**config.mk**
```make
export PLATFORM = sky130hd
export DESIGN_NAME = ext_razor_collector
export DESIGN_NICKNAME = d
export VERILOG_FILES = /design/src/rtl/ext_razor_collector.sv
export SDC_FILE = /design/constraint.sdc
export NUM_CORES = 1
export LEC_CHECK = 0
export ABC_AREA = 1
export BUFFER_PORTS_ARGS = -buffer_cell sky130_fd_sc_hd__buf_2
export CAP_MARGIN = 40
export CORE_ASPECT_RATIO = 0.6
export CORE_MARGIN = 4
export CORE_UTILIZATION = 58
export DETAILED_ROUTE_END_ITERATION = 8
export GPL_TIMING_DRIVEN = 0
export PLACE_DENSITY_LB_ADDON = 0.25
export SLEW_MARGIN = 20
export SYNTH_ARGS = -nofsm -noshare
export SYNTH_HDL_FRONTEND = slang
export SYNTH_SLANG_ARGS = --single-unit
```
**constraint.sdc**
```tcl
create_clock -name Clock -period 2.5 [get_ports Clock]
set_input_delay 0.375 -clock Clock [delete_from_list [all_inputs] [get_ports Clock]]
set_output_delay 0.375 -clock Clock [all_outputs]
set_load 0.005 [all_outputs]
```
**src/rtl/ext_razor_collector.sv**
```systemverilog
// Razor-aware extrinsic collector: drops razor-flagged samples, requests replays and queues
// clean words toward the interleaver. Define ERR_COUNT_EN to build the razor error counter.

module ext_razor_collector #(
  parameter int M          = 6,
  parameter int DEPTH      = 8,
  parameter int MAX_REPLAY = 3
) (
  input  logic         Clock,
  input  logic         Reset,
  input  logic [M-1:0] be1_DFF,
  input  logic         be1_valid,
  input  logic         Error_current_Section,
  output logic         replay_req,
  output logic         stall_out,
  output logic [M:0]   out_data,
  output logic         out_valid,
  input  logic         out_ready,
  output logic         fault_sticky,
  output logic         overflow_sticky,
  output logic [15:0]  err_count
);

  localparam int AW = (DEPTH > 1) ? $clog2(DEPTH) : 1;
  localparam int CW = AW + 1;
  localparam int RW = (MAX_REPLAY > 0) ? $clog2(MAX_REPLAY + 1) : 1;
  localparam logic [CW-1:0] FULL_CNT = CW'(DEPTH);
  localparam logic [RW-1:0] MAX_CNT  = RW'(MAX_REPLAY);

  typedef enum logic {ST_RUN, ST_REPLAY} state_t;

  state_t        state_q, state_d;
  logic [RW-1:0] replay_cnt_q, replay_cnt_d;
  logic [M:0]    mem [DEPTH];
  logic [AW-1:0] wr_ptr_q, rd_ptr_q, rd_ptr_d;
  logic [CW-1:0] count_q, count_d;
  logic          full, pop, take, err_take, at_limit, forced, replay_set, push;
  logic [M:0]    push_data, head_d;

  // A full FIFO only stalls when the head is not leaving this cycle, so a
  // simultaneous pop frees the slot for the incoming sample.
  always_comb begin
    full       = (count_q == FULL_CNT);
    pop        = out_valid & out_ready;
    stall_out  = replay_req | (full & ~out_ready);
    take       = be1_valid & ~stall_out;
    err_take   = take & Error_current_Section;
    at_limit   = (replay_cnt_q == MAX_CNT);
    forced     = err_take & at_limit;
    replay_set = err_take & ~at_limit;
    push       = take & ~replay_set;
    push_data  = {forced, be1_DFF};
  end

  always_comb begin
    state_d      = state_q;
    replay_cnt_d = replay_cnt_q;
    case (state_q)
      ST_RUN, ST_REPLAY: begin
        if (replay_set) begin
          state_d      = ST_REPLAY;
          replay_cnt_d = replay_cnt_q + RW'(1);
        end else if (push) begin
          state_d      = ST_RUN;
          replay_cnt_d = '0;
        end
      end
      default: begin
        state_d      = ST_RUN;
        replay_cnt_d = '0;
      end
    endcase
  end

  // The output register holds the head; a push that becomes the new head bypasses memory.
  always_comb begin
    count_d  = count_q + CW'(push) - CW'(pop);
    rd_ptr_d = rd_ptr_q + AW'(pop);
    if (push && ((count_q == '0) || ((count_q == CW'(1)) && pop)))
      head_d = push_data;
    else
      head_d = mem[rd_ptr_d];
  end

  always_ff @(posedge Clock) begin
    if (!Reset && push)
      mem[wr_ptr_q] <= push_data;
  end

  always_ff @(posedge Clock) begin
    if (Reset) begin
      state_q         <= ST_RUN;
      replay_cnt_q    <= '0;
      replay_req      <= 1'b0;
      wr_ptr_q        <= '0;
      rd_ptr_q        <= '0;
      count_q         <= '0;
      out_valid       <= 1'b0;
      out_data        <= '0;
      fault_sticky    <= 1'b0;
      overflow_sticky <= 1'b0;
    end else begin
      state_q         <= state_d;
      replay_cnt_q    <= replay_cnt_d;
      replay_req      <= replay_set;
      wr_ptr_q        <= wr_ptr_q + AW'(push);
      rd_ptr_q        <= rd_ptr_d;
      count_q         <= count_d;
      out_valid       <= (count_d != '0);
      out_data        <= head_d;
      fault_sticky    <= fault_sticky | forced;
      overflow_sticky <= overflow_sticky | (be1_valid & stall_out);
    end
  end

`ifdef ERR_COUNT_EN
  logic [15:0] err_count_q;

  always_ff @(posedge Clock) begin
    if (Reset)
      err_count_q <= '0;
    else if (err_take && (err_count_q != 16'hFFFF))
      err_count_q <= err_count_q + 16'd1;
  end

  assign err_count = err_count_q;
`else
  assign err_count = '0;
`endif

endmodule

```
== Word level (Yosys, flattened, before mapping) ==
Memories as Yosys holds them, arrays and structs flattened.
Cells that the tools add are included.
W data, S select, Z words.
Cells by class
  bitwise logic cells: 15
  reductions and logical operators: 8
  multiplexer cells: 5
  $add $sub $neg: 5
  eq/ne operators: 3
Operators with widths (count)
  $and A1 B1 Y1: 8
  $mux W7: 1
  $add A3 B1 Y3: 2
  $add A4 B1 Y4: 1
  $eq A4 B1 Y1 const B: 1
  $eq A4 B4 Y1 const B: 1
  $logic_not A4 Y1: 1
  $mux W2: 2
  $not A1 Y1: 4
  $reduce_bool A4 Y1: 1
  $sub A4 B1 Y4: 1
  $logic_and A1 B1 Y1: 3
  $or A1 B1 Y1: 3
  $add A2 B1 Y2 const B: 1
  $eq A2 B2 Y1 const B: 1
  $mux W1: 2
  $reduce_bool A2 Y1: 1
  $logic_not A1 Y1: 1
  $logic_or A1 B1 Y1: 1
Storage, ports and cells
  memories kept: 1
  input bits: 11
  register bits: 23
  word-level logic and storage cells: 46
  RAM bits: 56
  output and inout bits: 28
Memories
  mem: words 8, bits a word 7, read ports 1, clocked after Yosys merged registers in 0, write ports 1, RTL line 34  | logic [M:0] mem [DEPTH];

== Logic depth before layout (Yosys ltp) ==
Gate-level depths: netlist (run 1).
  depth after elaboration: 12
  gate-level depth with buffers: 16
  gate-level depth less buffers: 16

== Worst setup path before layout (run 1) ==
No wires, ideal clock.
  path kind: register to register
  start point: reg count_q[2]
  end point: reg out_valid
  buffers on the path: 0
  setup slack: 0.265 ns
  stages on the path, launching flop included: 17
  period minus slack after synthesis: 2.235 ns
  setup time: 0.122 ns
  data arrival time: 2.113 ns
  data required time: 2.378 ns
  cells stage by stage: dfxtp_1 > inv_1 > ha_1 > inv_1 > nor2_1 > nand2_1 > nand3_2 > inv_2 > o21ai_2 > ha_1 > inv_1 > ha_1 > inv_1 > fa_1 > xor2_1 > nor2_1 > nand3b_1
Between the ends
  longest elaborated chain between the ends: 12
Ends and longest elaborated chain
  start: declaration: RTL line 36  | logic [CW-1:0] count_q, count_d;
  start signal: assignment: RTL line 108  | count_q <= count_d;
  $eq A4 B4 Y1: RTL line 43  | full = (count_q == FULL_CNT);
  $and A1 B1 Y1: RTL line 45  | stall_out = replay_req | (full & ~out_ready);
  $or A1 B1 Y1: RTL line 45
  $not A1 Y1: RTL line 46  | take = be1_valid & ~stall_out;
  $and A1 B1 Y1: RTL line 46
  $and A1 B1 Y1: RTL line 47  | err_take = take & Error_current_Section;
  $and A1 B1 Y1: RTL line 50  | replay_set = err_take & ~at_limit;
  $not A1 Y1: RTL line 51  | push = take & ~replay_set;
  $and A1 B1 Y1: RTL line 51
  $add A4 B1 Y4 *: RTL line 77  | count_d = count_q + CW'(push) - CW'(pop);
  $sub A4 B1 Y4 *: RTL line 77
  $reduce_bool A4 Y1 *: RTL line 109  | out_valid <= (count_d != '0);
  end signal: assignment: RTL line 109
  end: declaration: RTL line 17  | output logic out_valid,
Every way passes the cells marked *; elsewhere a longest branch is shown, timed or not.
A chain may end at the register's enable or synchronous reset.

== Worst setup path in the final report (run 1) ==
Same ends and word-level chain as after synthesis.

==> impl_metrics.ini, run 1 <==
[logic_synthesis]
ys_types = 28
synth_edf_count = 56
synth_top_cell_area_share_pct = 48.0
async_flop_share_pct = 0
yosysTopAreaCell = edfxtp_1
ys_warn_count = 0
synth-seq-cells = 79
avgSynthCellArea_sq_um = 10.3
netlist_area_sq_um = 3500
synthTopCellsByArea = edfxtp_1 (48%), dfxtp_1 (13%), nand2_1 (7.1%)
netlist_instances = 341
synth_ff_type = edfxtp_1
synth_most_common_cell = nand2_1
synthTopCellsByCount = nand2_1 (66), edfxtp_1 (56), nor2_1 (56)
ys_seq_area_share_pct = 61.2

[routing]
drtPass1Iterations = 4
drtIter0Drc = 161
drt.antenna.violating_nets = 0
drt-vias-per-instance = 4.98
dr_total_vias = 2369
wl_per_cell_microns = 14.8
wirelength_mm = 7.05
drc = 0

[floorplan]
rows = 21
chipHeight_microns = 68.2
die_area_sq_um = 7390
die_w_microns = 108
boundaryPins = 39
core_sq_um = 5700
initial_core_util_pct = 61.4

[worst_hold_path]
holdPathStages = 3
hold_path_startpoint = be1_valid
hold_class = input port to register
hold_end = overflow_sticky

[timing]
setup_viol = 0
min_period_ns = 2.41
finalClockSkew_ns = 0.00431
max_slew_margin_pct = 48.6
rsz0062_at_grt = true
slew_viol_final = 0
worstMarginPinSlew_ns = 0.768
hold_violations = 0
timing.final.crit_share_pct = 96.3
clock.fmax_ghz = 0.415

[setup_path]
critical_path_class = register to register
worstReg2RegEnd = out_valid
worstSetupEndpointType = register
r2r-start = count_q[2]
cp.required_ns = 2.73
startpoint_type = register
r2r_cells = 16
cp.arrival_ns = 2.63
rrSetupSlack_ns = 0.09
crit_path_max_fanout = 3

[clock_tree]
htree_levels = 3
cts_buffers = 9
cts_hold_buf = 0
clock_path_buffers = 2
clock_latency_ns = 0.34
root_buffer = clkbuf_8
cts_tree = done
cts.sinks = 79
clk_pin_slew_ns = 0.07

[place]
numPortBuffers = 22
hpwl_mm = 4.97
dpl_cell_area_sq_um = 3770
gp_congestion = 0.802

[power]
power_mw = 3.79
ir_drop_mv = 0.404
p_leak_nw = 1.72
powerDensity_nw_per_um2 = 945

[global_routing]
groute.layer.met3.usage_pct = 4.90
use_met2_pct = 31.0
grt_overflow_total = 0
grt_first_pass_wirelength_mm = 10.8
grt_max_degree = 13
use_met1_pct = 28.8
grt_pass1_vias = 2150
grt_busiest_layer = met2
track_usage_pct = 20.5
grt_antenna_before_repair = 0

[final_layout]
area_growth_pct = 14.6
fin_area_sq_um = 4010
fill_cells = 428
antenna_cells = 0
nets = 415
layout-drive-gt1-share_pct = 19.4

[outcome]
outcome = finished clean

[run]
maxCapViolCount = 0
state kept, by name (all words and copies together) (netlist names):
register	flops
fault_sticky	1
out_valid	1
replay_cnt_q	2
mem	56
count_q	4
replay_req	1
overflow_sticky	1
rd_ptr_q	3
wr_ptr_q	3
out_data	7
metal layers:
layer / wire, microns / vias to the layer above
li1: - / 1186
met1: 3070 / 1092
met2: 3210 / 82
met3: 699 / 9
met4: 76 / 0
met5: 0 / -
final cells by class:
type	instances	area, sq um	area share, %
sequential	79	2140	53.4
multi-input combinational	219	1100	27.4
buffer	25	215	5.36
timing repair buffer	25	133	3.30
clock buffer	9	124	3.09
inverter	33	124	3.09
tap	80	100	2.49
clock inverter	6	76.3	1.90
power by group:
group,switching [mW],internal (mW)
Combinational,0.767,0.514
Clock,0.425,0.545
Sequential,0.0412,1.50
Total,1.23,2.56
logic make-up (layout without fill, tap and decap cells):
| logic type | Yosys count | count (layout) | share of synthesized area, % |
|---|---|---|---|
| buffers and inverters | 58 | 98 | 9.68 |
| AND/OR/NAND/NOR | 163 | 163 | 19.6 |
| adder cells (fa/ha/maj) | 12 | 12 | 4.50 |
| XOR/XNOR | 4 | 4 | 1.21 |
| AO/OA/AOI/OAI | 24 | 24 | 3.75 |
| flip-flops | 79 | 79 | 61.2 |
| other | 1 | 16 | 0.107 |
worst max-delay path: stages, from the launching register on:
cell	delay, ns
dfxtp_1	0.31
inv_2	0.07
ha_1	0.14
inv_1	0.03
nor2_1	0.11
nand2_1	0.13
nand3_2	0.11
inv_2	0.06
o21ai_4	0.08
ha_4	0.22
inv_1	0.05
ha_1	0.16
inv_1	0.06
fa_1	0.49
nor2_1	0.06
nor2_1	0.11
nand3b_1	0.10
layout by cell type, fill, tap and decap left out, drive strengths merged:
master  count
fa          1
nor2       60
edfxtp     56
ha         11
nand2      66
o21ai      20
conb       16
xor2        1
clkbuf     10
buf        49
clkinv      6
xnor2       3
nand3      36
bufinv      2
nand3b      1
inv        31
dfxtp      23
a21oi       4
what timing repair did:
action	CTS	global route
gates cloned	0	0
setup buffers	2	1
pin swaps	2	2
endpoints found under the setup margin	1	39
resized for setup	2	2
worst max-delay path by stage:
| stage | from | end | slack [ns] |
|---|---|---|---|
| after floorplan | count_q[2] | out_valid | 0.26 |
| after global placement | count_q[2] | out_valid | -0.02 |
| after detailed placement | count_q[2] | out_valid | -0.1 |
| after CTS | count_q[2] | out_valid | 0.05 |
| after global routing | count_q[2] | mem[5][2] | -0.02 |
| final | count_q[2] | out_valid | 0.09 |
through the flow:
step | hold WS [ns] | utilization [%] | setup TNS, ns | cells | setup WS (ns)
3_5_place_dp | 0.455 | 66.1 | -0.0956 | 458 | -0.0956
3_3_place_gp | 0.447 | 66.1 | -0.0247 | 458 | -0.0247
5_1_grt | 0.291 | 70.4 | -0.164 | 476 | -0.0159
2_1_floorplan | 0.449 | - | 0 | 356 | 0.265
6_report | 0.298 | 70.4 | 0 | 476 | 0.0929
4_1_cts | 0.282 | 70.2 | 0 | 475 | 0.0492
(Power assumes the default switching activity.)
==> run 2: changes to the inputs <==
- ABC_AREA: 1 -> 0
- CORE_UTILIZATION: 58 -> 57
==> impl_metrics.ini, run 2 <==
[logic_synthesis]
synthTopCellsByCount = edfxtp_1 (56), dfxtp_1 (23), buf_4 (16)
synth_top_cell_area_share_pct = 51.0
avgSynthCellArea_sq_um = 15.8
ys_seq_area_share_pct = 65.0
ys_types = 36
synth_edf_count = 56
synth_most_common_cell = edfxtp_1
async_flop_share_pct = 0
netlist_area_sq_um = 3300
synth-seq-cells = 79
netlist_instances = 209
synth_ff_type = edfxtp_1
yosysTopAreaCell = edfxtp_1
synthTopCellsByArea = edfxtp_1 (51%), dfxtp_1 (14%), mux4_2 (9.6%)
ys_warn_count = 0

[setup_path]
rrSetupSlack_ns = 0.08
critPathSlowestCell = fa_2
r2r-start = count_q[2]
startpoint_type = register
crit_path_max_fanout = 3
path_cells = inv_2 > ha_4 > nor4b_4 > nor2_2 > nand2_2 > ha_4 > inv_4 > ha_4 > inv_2 > fa_2 > xor2_1 > nor2_1 > nor3_2 > o21ai_1
worstSetupEndpointType = register
cp.required_ns = 2.72
r2r_cells = 14
worstReg2RegEnd = out_valid
slowest_delay_ns = 0.34
critical_path_class = register to register
path_common_cell = ha_4
cp.arrival_ns = 2.64

[power]
pwr-share-comb_pct = 23.7
p_leak_nw = 1.48
ir_drop_mv = 0.436
clockPowerShare_pct = 29.4
power_mw = 3.31
power_frac_seq_pct = 47.0
powerDensity_nw_per_um2 = 847
internal_power_mw = 2.38
swShare_pct = 28.0
p_switching_uw = 926

[global_routing]
grt_antenna_before_repair = 0
grt_overflow_total = 0
grt_max_degree = 17
grt_pass1_vias = 1638
grt_first_pass_wirelength_mm = 8.76
track_usage_pct = 17.2

[final_layout]
area_growth_pct = 18.5
nets = 287
finish.utilization_pct = 69.8
antenna_cells = 0
largest_reg_flops = 56
reg.largest.list = mem (56), out_data (7), count_q (4)
final_common_cell = edfxtp_1
largest_register = mem
finalNonFillerCells = 349
layout_common_cells = edfxtp_1 (56), buf_2 (23), buf_4 (23)
layout-drive-gt1-share_pct = 37.5

[routing]
drc = 0
wirelength_mm = 5.58
dr_total_vias = 1759
drtIter0Drc = 77
wl_per_cell_microns = 16.0
drt-vias-per-instance = 5.04
drtPass1Iterations = 4
drt.antenna.violating_nets = 0

[timing]
finalClockSkew_ns = 0.00869
rsz0062_at_grt = true
min_period_ns = 2.42
hold_violations = 0
worstMarginPinSlew_ns = 0.662
max_slew_margin_pct = 55.7
setup_viol = 0
clock.fmax_ghz = 0.413
slew_viol_final = 0
timing.final.crit_share_pct = 96.9
finalWorstSetupSlack_ns = 0.0775

[run]
maxCapViolCount = 0

[floorplan]
initial_core_util_pct = 58.9
boundaryPins = 39
rows = 21
die_area_sq_um = 7100
die_w_microns = 106
core_sq_um = 5600
chipHeight_microns = 66.9

[outcome]
outcome = finished clean

[worst_hold_path]
hold_end = overflow_sticky
hold_path_startpoint = be1_valid
holdPathStages = 3
hold_class = input port to register

[clock_tree]
clock_latency_ns = 0.35
htree_levels = 3
cts_tree = done
clock_path_buffers = 2
clk_pin_slew_ns = 0.09
cts.sinks = 79
root_buffer = clkbuf_8
cts_hold_buf = 0
cts_buffers = 9

[place]
place_ws_ns = -0.242
gp_congestion = 0.742
place_inst = 326
hpwl_mm = 3.92
numPortBuffers = 21
run 2: how the worst max path moves through the flow:
stage	slack [ns]	endpoint	start	cells after the start
detailed placement	-0.24	out_valid	count_q[2]	14
finish	0.08	out_valid	count_q[2]	14
CTS	-0.09	mem[7][5]	count_q[2]	7
global placement	-0.21	mem[1][0]	count_q[2]	6
global route	-0.06	out_valid	count_q[2]	14
floorplan	0.16	out_valid	count_q[2]	14
run 2: timing repair:
| item | 4_1_cts | 5_1_grt |
|---|---|---|
| buffers inserted | 1 | 4 |
| pin swaps | 2 | 7 |
| resized for setup | 4 | 15 |
| endpoints found under the setup margin | 1 | 51 |
| endpoints found under the hold margin | 0 | 0 |
run 2: layout make-up:
class	count	area [sq um]
Sequential cell	79	2140
Fill cell	371	1690
Multi-Input combinational cell	113	1080
Buffer	22	166
Timing Repair Buffer	29	163
Clock buffer	9	124
Tap cell	80	100
Clock inverter	7	85.1
Inverter	10	40.0
run 2: power by group through the flow:
stage | combinational, mW | sequential, mW | clock, mW
6_report | 0.783 | 1.55 | 0.971
5_1_grt | 0.878 | 1.56 | 1.06
4_1_cts | 0.731 | 1.54 | 0.996
3_5_place_dp | 0.712 | 1.57 | 0
3_3_place_gp | 0.695 | 1.57 | 0
2_1_floorplan | 0.519 | 1.57 | 0
run 2: worst max-delay path, delay by kind of cell, from the launching register on:
kind	cells	cell delay [ns]
DFF	1	0.32
and+or+nand+nor	5	0.76
xor gates and xnor gates	1	0.14
AOI/OAI and AO/OA	1	0.09
adders and majority gates	4	0.80
buffers and inverters	3	0.17
run 2: layer usage:
metal	part of all wire [%]	vias to the layer above	track usage, %
met5	0	-	0
met1	48	852	25.0
met3	6.8	5	6.97
li1	-	854	-
met4	0.36	0	3.88
met2	45	48	24.3
run 2: kinds of logic after synthesis:
kind of cell | count (synthesis) | share of synthesized area, %
AOI/OAI and AO/OA | 16 | 3.34
and+or+nand+nor | 44 | 7.59
xor gates and xnor gates | 4 | 1.29
buffers and inverters | 32 | 6.19
other | 1 | 0.114
DFF | 79 | 65.0
adders and majority gates | 12 | 4.78
muxes | 21 | 11.7
run 2: metrics by stage:
step           setup TNS (ns)  hold WS (ns)  cell area [sq um]
2_1_floorplan               0         0.436               3350
3_3_place_gp            -1.93         0.432               3560
3_5_place_dp           -0.242         0.438               3570
4_1_cts                 -1.64         0.252               3790
5_1_grt               -0.0649         0.263               3900
6_report                    0         0.266               3900
